File: src/rtl/seg7_pkg.sv
// Shared definitions for the multiplexed hex 7-segment display path:
// the segment table, the scan-select codes and the receive FSM states.
package seg7_pkg;

    // Segment patterns, bit6..bit0 = g,f,e,d,c,b,a, active-high
    localparam logic [6:0] SEG_0 = 7'b0111111;
    localparam logic [6:0] SEG_1 = 7'b0000110;
    localparam logic [6:0] SEG_2 = 7'b1011011;
    localparam logic [6:0] SEG_3 = 7'b1001111;
    localparam logic [6:0] SEG_4 = 7'b1100110;
    localparam logic [6:0] SEG_5 = 7'b1101101;
    localparam logic [6:0] SEG_6 = 7'b1111101;
    localparam logic [6:0] SEG_7 = 7'b0000111;
    localparam logic [6:0] SEG_8 = 7'b1111111;
    localparam logic [6:0] SEG_9 = 7'b1101111;
    localparam logic [6:0] SEG_A = 7'b1110111;
    localparam logic [6:0] SEG_B = 7'b1111100;
    localparam logic [6:0] SEG_C = 7'b0111001;
    localparam logic [6:0] SEG_D = 7'b1011110;
    localparam logic [6:0] SEG_E = 7'b1111001;
    localparam logic [6:0] SEG_F = 7'b1110001;

    // Select codes as {led4, led3, led2, led1}
    localparam logic [3:0] SEL_NONE = 4'b0000;
    localparam logic [3:0] SEL_D1   = 4'b0001;
    localparam logic [3:0] SEL_D2   = 4'b0010;
    localparam logic [3:0] SEL_D3   = 4'b0100;
    localparam logic [3:0] SEL_D4   = 4'b1000;

    typedef enum logic [1:0] {
        IDLE = 2'd0,
        GOT1 = 2'd1,
        GOT2 = 2'd2,
        GOT3 = 2'd3
    } scan_state_t;

    function automatic logic [6:0] seg7_encode(input logic [3:0] nibble);
        logic [6:0] pattern;
        case (nibble)
            4'h0:    pattern = SEG_0;
            4'h1:    pattern = SEG_1;
            4'h2:    pattern = SEG_2;
            4'h3:    pattern = SEG_3;
            4'h4:    pattern = SEG_4;
            4'h5:    pattern = SEG_5;
            4'h6:    pattern = SEG_6;
            4'h7:    pattern = SEG_7;
            4'h8:    pattern = SEG_8;
            4'h9:    pattern = SEG_9;
            4'hA:    pattern = SEG_A;
            4'hB:    pattern = SEG_B;
            4'hC:    pattern = SEG_C;
            4'hD:    pattern = SEG_D;
            4'hE:    pattern = SEG_E;
            4'hF:    pattern = SEG_F;
            default: pattern = 7'b0000000;
        endcase
        return pattern;
    endfunction

endpackage

File: src/rtl/seg7_pattern_decoder.sv
// Combinational inverse of the segment table: pattern -> {hit, nibble}.
module seg7_pattern_decoder
    import seg7_pkg::*;
(
    input  logic [6:0] i_pattern,
    output logic       o_hit,
    output logic [3:0] o_nibble
);

    // Table lookup; anything outside the 16 hex glyphs is a miss
    always_comb begin
        o_hit    = 1'b1;
        o_nibble = 4'h0;
        case (i_pattern)
            SEG_0:   o_nibble = 4'h0;
            SEG_1:   o_nibble = 4'h1;
            SEG_2:   o_nibble = 4'h2;
            SEG_3:   o_nibble = 4'h3;
            SEG_4:   o_nibble = 4'h4;
            SEG_5:   o_nibble = 4'h5;
            SEG_6:   o_nibble = 4'h6;
            SEG_7:   o_nibble = 4'h7;
            SEG_8:   o_nibble = 4'h8;
            SEG_9:   o_nibble = 4'h9;
            SEG_A:   o_nibble = 4'hA;
            SEG_B:   o_nibble = 4'hB;
            SEG_C:   o_nibble = 4'hC;
            SEG_D:   o_nibble = 4'hD;
            SEG_E:   o_nibble = 4'hE;
            SEG_F:   o_nibble = 4'hF;
            default: begin
                o_hit    = 1'b0;
                o_nibble = 4'h0;
            end
        endcase
    end

endmodule

File: src/rtl/seg7_scan_decoder.sv
// Receive side of the 4-digit multiplexed hex display: synchronizes and
// debounces the scanned bus, decodes digits and reassembles the 16-bit word.
module seg7_scan_decoder
    import seg7_pkg::*;
#(
    parameter int STABLE_CYCLES = 4,
    parameter int SYNC_STAGES   = 2
) (
    input  logic        clk,
    input  logic        rst_n,
    input  logic [6:0]  seg,
    input  logic        led1,
    input  logic        led2,
    input  logic        led3,
    input  logic        led4,
    output logic [15:0] value,
    output logic        value_valid,
    output logic        seg_error,
    output logic        sel_error
);

    localparam int SAMPLE_W = 11;
    localparam int CNT_W    = $clog2(STABLE_CYCLES + 1);
    localparam logic [CNT_W-1:0] CNT_MAX = CNT_W'(STABLE_CYCLES);
    localparam logic [CNT_W-1:0] CNT_ACC = CNT_W'(STABLE_CYCLES - 1);

    logic [SAMPLE_W-1:0] r_sync [SYNC_STAGES];
    logic [SAMPLE_W-1:0] r_prev;
    logic [CNT_W-1:0]    r_cnt;
    scan_state_t         r_state;
    logic [3:0]          r_n0;
    logic [3:0]          r_n1;
    logic [3:0]          r_n2;
    logic [15:0]         r_value;
    logic                r_value_valid;
    logic                r_seg_error;
    logic                r_sel_error;

    logic [SAMPLE_W-1:0] w_sample;
    logic [3:0]          w_sel;
    logic                w_same;
    logic [CNT_W-1:0]    w_cnt_next;
    logic                w_accept;
    logic                w_hit;
    logic [3:0]          w_nibble;

    assign w_sample = r_sync[SYNC_STAGES-1];
    assign w_sel    = w_sample[10:7];

    seg7_pattern_decoder u_pattern_decoder (
        .i_pattern (w_sample[6:0]),
        .o_hit     (w_hit),
        .o_nibble  (w_nibble)
    );

    // Input synchronizer chain for {led4..led1, seg}
    always_ff @(posedge clk or negedge rst_n) begin
        if (!rst_n) begin
            for (int i = 0; i < SYNC_STAGES; i++) begin
                r_sync[i] <= {SAMPLE_W{1'b0}};
            end
        end else begin
            r_sync[0] <= {led4, led3, led2, led1, seg};
            for (int i = 1; i < SYNC_STAGES; i++) begin
                r_sync[i] <= r_sync[i-1];
            end
        end
    end

    // Stability counter; the accept strobe fires only on the cycle the
    // count lands on STABLE_CYCLES-1, then the count parks at STABLE_CYCLES
    always_comb begin
        w_same = (w_sample == r_prev);
        if (!w_same) begin
            w_cnt_next = {CNT_W{1'b0}};
        end else if (r_cnt == CNT_MAX) begin
            w_cnt_next = r_cnt;
        end else begin
            w_cnt_next = r_cnt + CNT_W'(1);
        end
        w_accept = (w_cnt_next == CNT_ACC);
    end

    // Previous-sample and stability-count registers
    always_ff @(posedge clk or negedge rst_n) begin
        if (!rst_n) begin
            r_prev <= {SAMPLE_W{1'b0}};
            r_cnt  <= {CNT_W{1'b0}};
        end else begin
            r_prev <= w_sample;
            r_cnt  <= w_cnt_next;
        end
    end

    // Frame FSM with registered word and one-cycle status pulses
    always_ff @(posedge clk or negedge rst_n) begin
        if (!rst_n) begin
            r_state       <= IDLE;
            r_n0          <= 4'h0;
            r_n1          <= 4'h0;
            r_n2          <= 4'h0;
            r_value       <= 16'h0000;
            r_value_valid <= 1'b0;
            r_seg_error   <= 1'b0;
            r_sel_error   <= 1'b0;
        end else begin
            r_value_valid <= 1'b0;
            r_seg_error   <= 1'b0;
            r_sel_error   <= 1'b0;
            if (w_accept) begin
                case (w_sel)
                    SEL_NONE: begin
                        r_state <= r_state;
                    end
                    SEL_D1, SEL_D2, SEL_D3, SEL_D4: begin
                        if (!w_hit) begin
                            r_seg_error <= 1'b1;
                            r_state     <= IDLE;
                        end else if (w_sel == SEL_D1) begin
                            r_n0    <= w_nibble;
                            r_state <= GOT1;
                        end else if (w_sel == SEL_D2 && r_state == GOT1) begin
                            r_n1    <= w_nibble;
                            r_state <= GOT2;
                        end else if (w_sel == SEL_D3 && r_state == GOT2) begin
                            r_n2    <= w_nibble;
                            r_state <= GOT3;
                        end else if (w_sel == SEL_D4 && r_state == GOT3) begin
                            r_value       <= {w_nibble, r_n2, r_n1, r_n0};
                            r_value_valid <= 1'b1;
                            r_state       <= IDLE;
                        end else begin
                            r_state <= IDLE;
                        end
                    end
                    default: begin
                        // Multi-hot select wins over a bad pattern
                        r_sel_error <= 1'b1;
                        r_state     <= IDLE;
                    end
                endcase
            end else begin
                r_state <= r_state;
            end
        end
    end

    assign value       = r_value;
    assign value_valid = r_value_valid;
    assign seg_error   = r_seg_error;
    assign sel_error   = r_sel_error;

endmodule

File: config.mk
export PLATFORM = sky130hd
export DESIGN_NAME = seg7_scan_decoder
export DESIGN_NICKNAME = d
export VERILOG_FILES = /design/src/rtl/seg7_pkg.sv /design/src/rtl/seg7_pattern_decoder.sv /design/src/rtl/seg7_scan_decoder.sv
export SDC_FILE = /design/constraint.sdc
export NUM_CORES = 1
export LEC_CHECK = 0
export ABC_AREA = 1
export CAP_MARGIN = 20
export CORE_MARGIN = 2
export CORE_UTILIZATION = 50
export DETAILED_ROUTE_END_ITERATION = 12
export GPL_TIMING_DRIVEN = 0
export PLACE_DENSITY = 0.7
export SETUP_SLACK_MARGIN = 0.15
export SYNTH_ARGS = -nofsm -noshare
export SYNTH_HDL_FRONTEND = slang
export SYNTH_HIERARCHICAL = 1
export SYNTH_SLANG_ARGS = --single-unit
File: constraint.sdc
create_clock -name clk -period 2.6 [get_ports clk]
set_input_delay 0.26 -clock clk [delete_from_list [all_inputs] [get_ports clk]]
set_output_delay 0.26 -clock clk [all_outputs]
set_load 0.005 [all_outputs]
# ---- Word-level counts from Yosys, hierarchy flattened
# Cells that the tools add are included.
dict set report word_totals {
  out_inout_bits 19
  wordCells 76
  input_bits 13
  ff_bits 69
}
dict set report op_classes {
  n_addsub 1
  n_reduce_logical 12
  muxes 21
  bitwise_logic 4
  eq_ne 26
}
# cell count
set ops {}
lappend ops {{equality test 7 bit (second input constant)} 12}
lappend ops {{case mux 4 bit (15 select lines)} 1}
lappend ops {{OR reduction 16 bit} 1}
lappend ops {{equality test 7 x 3 -> 1 bit (second input constant)} 2}
lappend ops {{equality test 7 x 6 -> 1 bit (second input constant)} 2}
lappend ops {{two-way mux 1 bit} 13}
lappend ops {{equality test 11 bit} 1}
lappend ops {{two-way mux 2 bit} 4}
lappend ops {{AND reduction 7 bit} 1}
lappend ops {{two-way mux 3 bit} 2}
lappend ops {{AND reduction 6 bit} 1}
lappend ops {{AND reduction 5 bit} 1}
lappend ops {{OR reduction 5 bit} 1}
lappend ops {{equality test 2 bit (second input constant)} 2}
lappend ops {{equality test 4 x 1 -> 1 bit (second input constant)} 1}
lappend ops {{equality test 4 x 2 -> 1 bit (second input constant)} 1}
lappend ops {{equality test 4 x 3 -> 1 bit (second input constant)} 1}
lappend ops {{equality test 4 bit (second input constant)} 1}
lappend ops {{zero test 4 bit} 1}
lappend ops {{inverter 1 bit} 4}
lappend ops {{case mux 2 bit (2 select lines)} 1}
lappend ops {{AND reduction 4 bit} 1}
lappend ops {{OR reduction 4 bit} 1}
lappend ops {{adder 3 x 1 -> 3 bit (second input constant)} 1}
lappend ops {{other kinds (5)} 7}

# ---- Longest topological paths before layout
dict set report logic_depth {
  depth_word 9
  depth_mapped 16
  mapped_depth_nobuf 15
}

# ---- Cells and area by module
# The synthesis kept the hierarchy.
# mod area_each_um2 instances seq_area_each_um2 cells_per_inst
set modules_own_cells {}
lappend modules_own_cells {seg7_scan_decoder 2567.5 1 1726.7 252}
lappend modules_own_cells {seg7_pattern_decoder 394.1 1 0.0 90}

# ---- Worst setup path before layout
# No wires, ideal clock.
dict set report synth_path {
  kind {reg2reg}
  from {register r_sync (netlist bit w_sample[1])}
  to {register r_value[0], in the netlist value[0]}
  required_time_ps 2484
  stages_incl_launch_ff 16
  setup_slack_ps 874
  t_arrival_ps 1609
  path_buffers 1
  synth_period_minus_slack_ps 1726
  cell_sequence {dfrtp_1 -> nand2_2 -> clkinv_2 -> nand2_2 -> nor2_1 -> nor2_1 -> nand2_1 -> nor2_1 -> nand2_1 -> nand3_1 -> nor2_1 -> nand2_1 -> inv_2 -> buf_6 -> nand2_1 -> nand2_1}
}
dict set report synth_between {
  elab_chain_len 4
  word_cells_on_any_way 22
  cone_classes {eq/ne: 18; mux: 2; reduce/logical: 2}
}
# element line_no
set synth_rtl {}
lappend synth_rtl {{from (decl)} seg7_scan_decoder.sv:27} ;# logic [SAMPLE_W-1:0] r_sync [SYNC_STAGES];
lappend synth_rtl {{from (signal, indexed assignment)} seg7_scan_decoder.sv:60} ;# r_sync[i] <= {SAMPLE_W{1'b0}};
lappend synth_rtl {{from (signal, indexed assignment)} seg7_scan_decoder.sv:65} ;# r_sync[i] <= r_sync[i-1];
lappend synth_rtl {{equality test 7 x 6 -> 1 bit, or another cell as far along} seg7_pattern_decoder.sv:14} ;# case (i_pattern)
lappend synth_rtl {{OR reduction 16 bit (no line) (*)} n/a}
lappend synth_rtl {{two-way mux 1 bit (*)} seg7_pattern_decoder.sv:14}
lappend synth_rtl {{named net w_hit} seg7_scan_decoder.sv:44} ;# logic w_hit;
lappend synth_rtl {{AND reduction 7 bit (no line) (*)} n/a}
lappend synth_rtl {{to (signal assigned)} seg7_scan_decoder.sv:129} ;# r_value <= {w_nibble, r_n2, r_n1, r_n0};
lappend synth_rtl {{to (decl)} seg7_scan_decoder.sv:34} ;# logic [15:0] r_value;
# Mark *: on every way through the listed nets, which the timed path passes. The rest lies on a longest branch.
# A chain may end at the register's enable or synchronous reset.

# ---- Worst setup path after layout
dict set report layout_path {
  from {register r_sync (netlist bit w_sample[1])}
  to {register r_value[5], in the netlist value[5]}
}
# The elaborated chain is that of the path after synthesis.

==> impl_metrics.py <==
metrics = {
    "timing": {
        "fin_skew_ps": 5.83,
        "min_period_over_period_pct": 79.4,
        "min_period_ps": 2070,
        "slew_viol_final": 0,
        "setup_viol": 0,
        "clock.fmax_mhz": 484,
        "hold_slack_ps": 5.92,
        "worst_pin_slew_ps": 837,
        "slew_headroom_pct": 44.2,
        "finalHoldViolCount": 0,
        "rsz0062_at_grt": "false",
    },
    "cells_and_area": {
        "multi_input_area_um2": 1040,
        "fin_nets": 399,
        "antenna_cells": 0,
        "area_delta_synth_final_pct": 20.3,
        "fill_cells": 527,
        "drive_gt1_share_pct": 11.3,
        "most-common-layout-cells": "nand2_1, dfrtp_1, nor2_1, inv_1, clkdlybuf4s50_1",
        "design_area_um2": 3560,
        "final_common_cell": "nand2_1",
        "seq_area_um2": 1730,
        "final_cells": 464,
    },
    "place": {
        "dpl.cell_count": 448,
        "io_buffers": 31,
        "place_area_um2": 3360,
        "dp.final_hpwl_um": 3740,
        "gp_congestion": 0.902,
    },
    "drt": {
        "firstDrtPassIters": 4,
        "vias": 2233,
        "via_per_inst": 4.81,
        "wl_um": 5110,
        "wl_per_cell_um": 11.0,
        "drc_errors": 0,
        "ant_nets": 0,
        "drt_iter0_drc": 73,
    },
    "synth": {
        "yosysTopAreaCell": "dfrtp_1",
        "yosysTopAreaCellShare_pct": 58.3,
        "avgSynthCellArea_um2": 8.66,
        "synthCells": 342,
        "synth_area_um2": 2960,
        "yosysWarnings": 6,
        "synth_nets": 357,
        "ys_seq_elements": 69,
        "synth_cell_type_count": 28,
        "synth.top_cells.by_area": "dfrtp_1, nand2_1, nor2_1",
        "ys_seq_area_share_pct": 58.3,
    },
    "power_and_ir_drop": {
        "p_leak_nw": 1.79,
        "p_switching_w": 0.000494,
        "pwr-share-clk_pct": 40.9,
        "power.internal_w": 0.00158,
        "ir_drop_uv": 421,
        "p_per_area_nw_per_um2": 582,
        "swShare_pct": 23.8,
        "seqPwrFrac_pct": 54.0,
        "combPwrFrac_pct": 5.1,
    },
    "setup_path": {
        "reg2reg_from": "w_sample[1]",
        "cp_data_required_time_ps": 2830,
        "slowest_stage": "dfrtp_1",
        "cp-start-kind": "flip-flop",
        "path_class": "flip-flop to flip-flop",
        "cpPeakStageDelay_ps": 500,
        "reg2reg_depth": 14,
        "worstSetupEndpointType": "flip-flop",
        "crit_chain": "nand2_2 > clkinv_2 > nand2_1 > nor2_1 > nor2_1 > nand2_1 > nor2_1 > nand2_1 > nand3_1 > nor2_1 > nand2_1 > buf_2 > nand2_1 > nand2_1",
        "worstReg2RegEnd": "value[5]",
        "cp.arrival_ps": 2300,
        "cp_max_fo": 10,
        "r2r_slack_ps": 530,
        "worst_path_most_repeated_cell": "nand2_1",
    },
    "min_path": {
        "worstHoldPathType": "input port to asynchronous set/reset pin",
    },
    "clock_tree": {
        "path_clk_slew_ps": 70,
        "h-tree-depth": 3,
        "cts_resized": 0,
        "clock_tree.buffer_depth": 2,
        "root_buffer": "clkbuf_8",
        "cts_tree": "yes",
        "post_cts_buffers": 0,
        "clock_latency_ps": 350,
        "holdBufCountCts": 0,
        "numCtsBuffers": 9,
        "cts.sinks": 69,
    },
    "global_route": {
        "overflow": 0,
        "use_met1_pct": 21.7,
        "grt.busiest_layer": "met2",
        "gr-usage-met2_pct": 31.2,
        "grt_pass1_wl_um": 9160,
        "grt_start_max_net_pins": 70,
        "grt_pass1_vias": 2161,
        "grtUsageTotal_pct": 18.6,
        "global_route.usage.met3_pct": 6.11,
        "grt_antenna_before_repair": 0,
    },
    "die": {
        "rows": 28,
        "dieHeight_um": 81.0,
        "dieArea_um2": 6550,
        "start_util_pct": 50.9,
        "die_x_um": 81.0,
        "io_pins": 32,
        "core_um2": 5820,
    },
    "run": {
        "cap_violations": 0,
    },
    "run_status": {
        "status": "finished, final reports clean",
    },
}
## worst max-delay path: cells and delay by family, from the launching register on
kind	cells	cell delay (ps)
buffers and inverters	2	280
DFF	1	500
and+or+nand+nor	12	1170
## cell type report
| cell class | instances | share of cell area (%) |
|---|---|---|
| flip-flops and latches | 69 | 48.5 |
| multi-input cells | 226 | 29.3 |
| repair buffers | 31 | 8.64 |
| inverters | 42 | 4.46 |
| clock buffers | 9 | 3.48 |
| well taps | 75 | 2.63 |
| clock inverters | 7 | 2.14 |
| plain buffers | 5 | 0.913 |
## routing by layer
| layer | vias to the layer above | wire length [µm] |
|---|---|---|
| met1 | 1048 | 2380 |
| met3 | 7 | 213 |
| met2 | 38 | 2430 |
| met4 | 0 | 80 |
| met5 | - | 0 |
| li1 | 1140 | - |
## metrics by stage
stage	TNS [ps]	total power [W]	util, %	setup WS (ps)
2_1_floorplan	0	0.00119	-	874
3_3_place_gp	-66790	0.00125	57.9	-972
3_5_place_dp	0	0.00125	57.8	533
4_1_cts	0	0.00211	61.3	485
5_1_grt	0	0.00218	61.3	233
6_report	0	0.00208	61.3	535
## worst max-delay path by stage
stage | from | endpoint | slack (ps) | depth (start not counted)
2_1_floorplan | w_sample[1] | value[0] | 870 | 15
5_1_grt | w_sample[0] | value[15] | 230 | 14
4_1_cts | w_sample[1] | value[5] | 480 | 14
3_3_place_gp | rst_n | value[4] | -970 | 1
3_5_place_dp | w_sample[1] | value[5] | 530 | 14
6_report | w_sample[1] | value[5] | 530 | 14
## flip-flops by register name, indices dropped and copies added, names as in the netlist
name,cells
seg_error,1
r_prev,11
value,16
value_valid,1
r_sync,11
r_state,2
r_n0,4
sel_error,1
r_n1,4
r_n2,4
w_sample,11
r_cnt,3
## power groups by stage
stage	Clock [W]	Combinational, W	Sequential, W
4_1_cts	0.000883	0.000108	0.00112
5_1_grt	0.000931	0.000122	0.00113
6_report	0.000849	0.000105	0.00112
3_3_place_gp	0	0.000106	0.00114
3_5_place_dp	0	0.000107	0.00114
2_1_floorplan	0	0.0000573	0.00114
## cell families after synthesis
| group | count (synthesis) | synth area share [%] |
|---|---|---|
| DFF | 69 | 58.3 |
| buffers and inverters | 47 | 6.46 |
| adders and majority gates | 2 | 0.845 |
| AOI/OAI and AO/OA | 16 | 2.75 |
| xor gates and xnor gates | 5 | 1.48 |
| and+or+nand+nor | 203 | 30.2 |
## cell usage after synthesis, drive strengths merged
master,n
dfrtp,69
inv,41
a21oi,2
nor4,1
buf,4
nor2,47
ha,2
nand3,13
nand2,123
clkinv,1
xnor2,3
clkbuf,1
nor3,4
a31oi,1
xor2,2
o21ai,13
nand4,12
nand3b,3
Power figures use the tool's default switching activity.
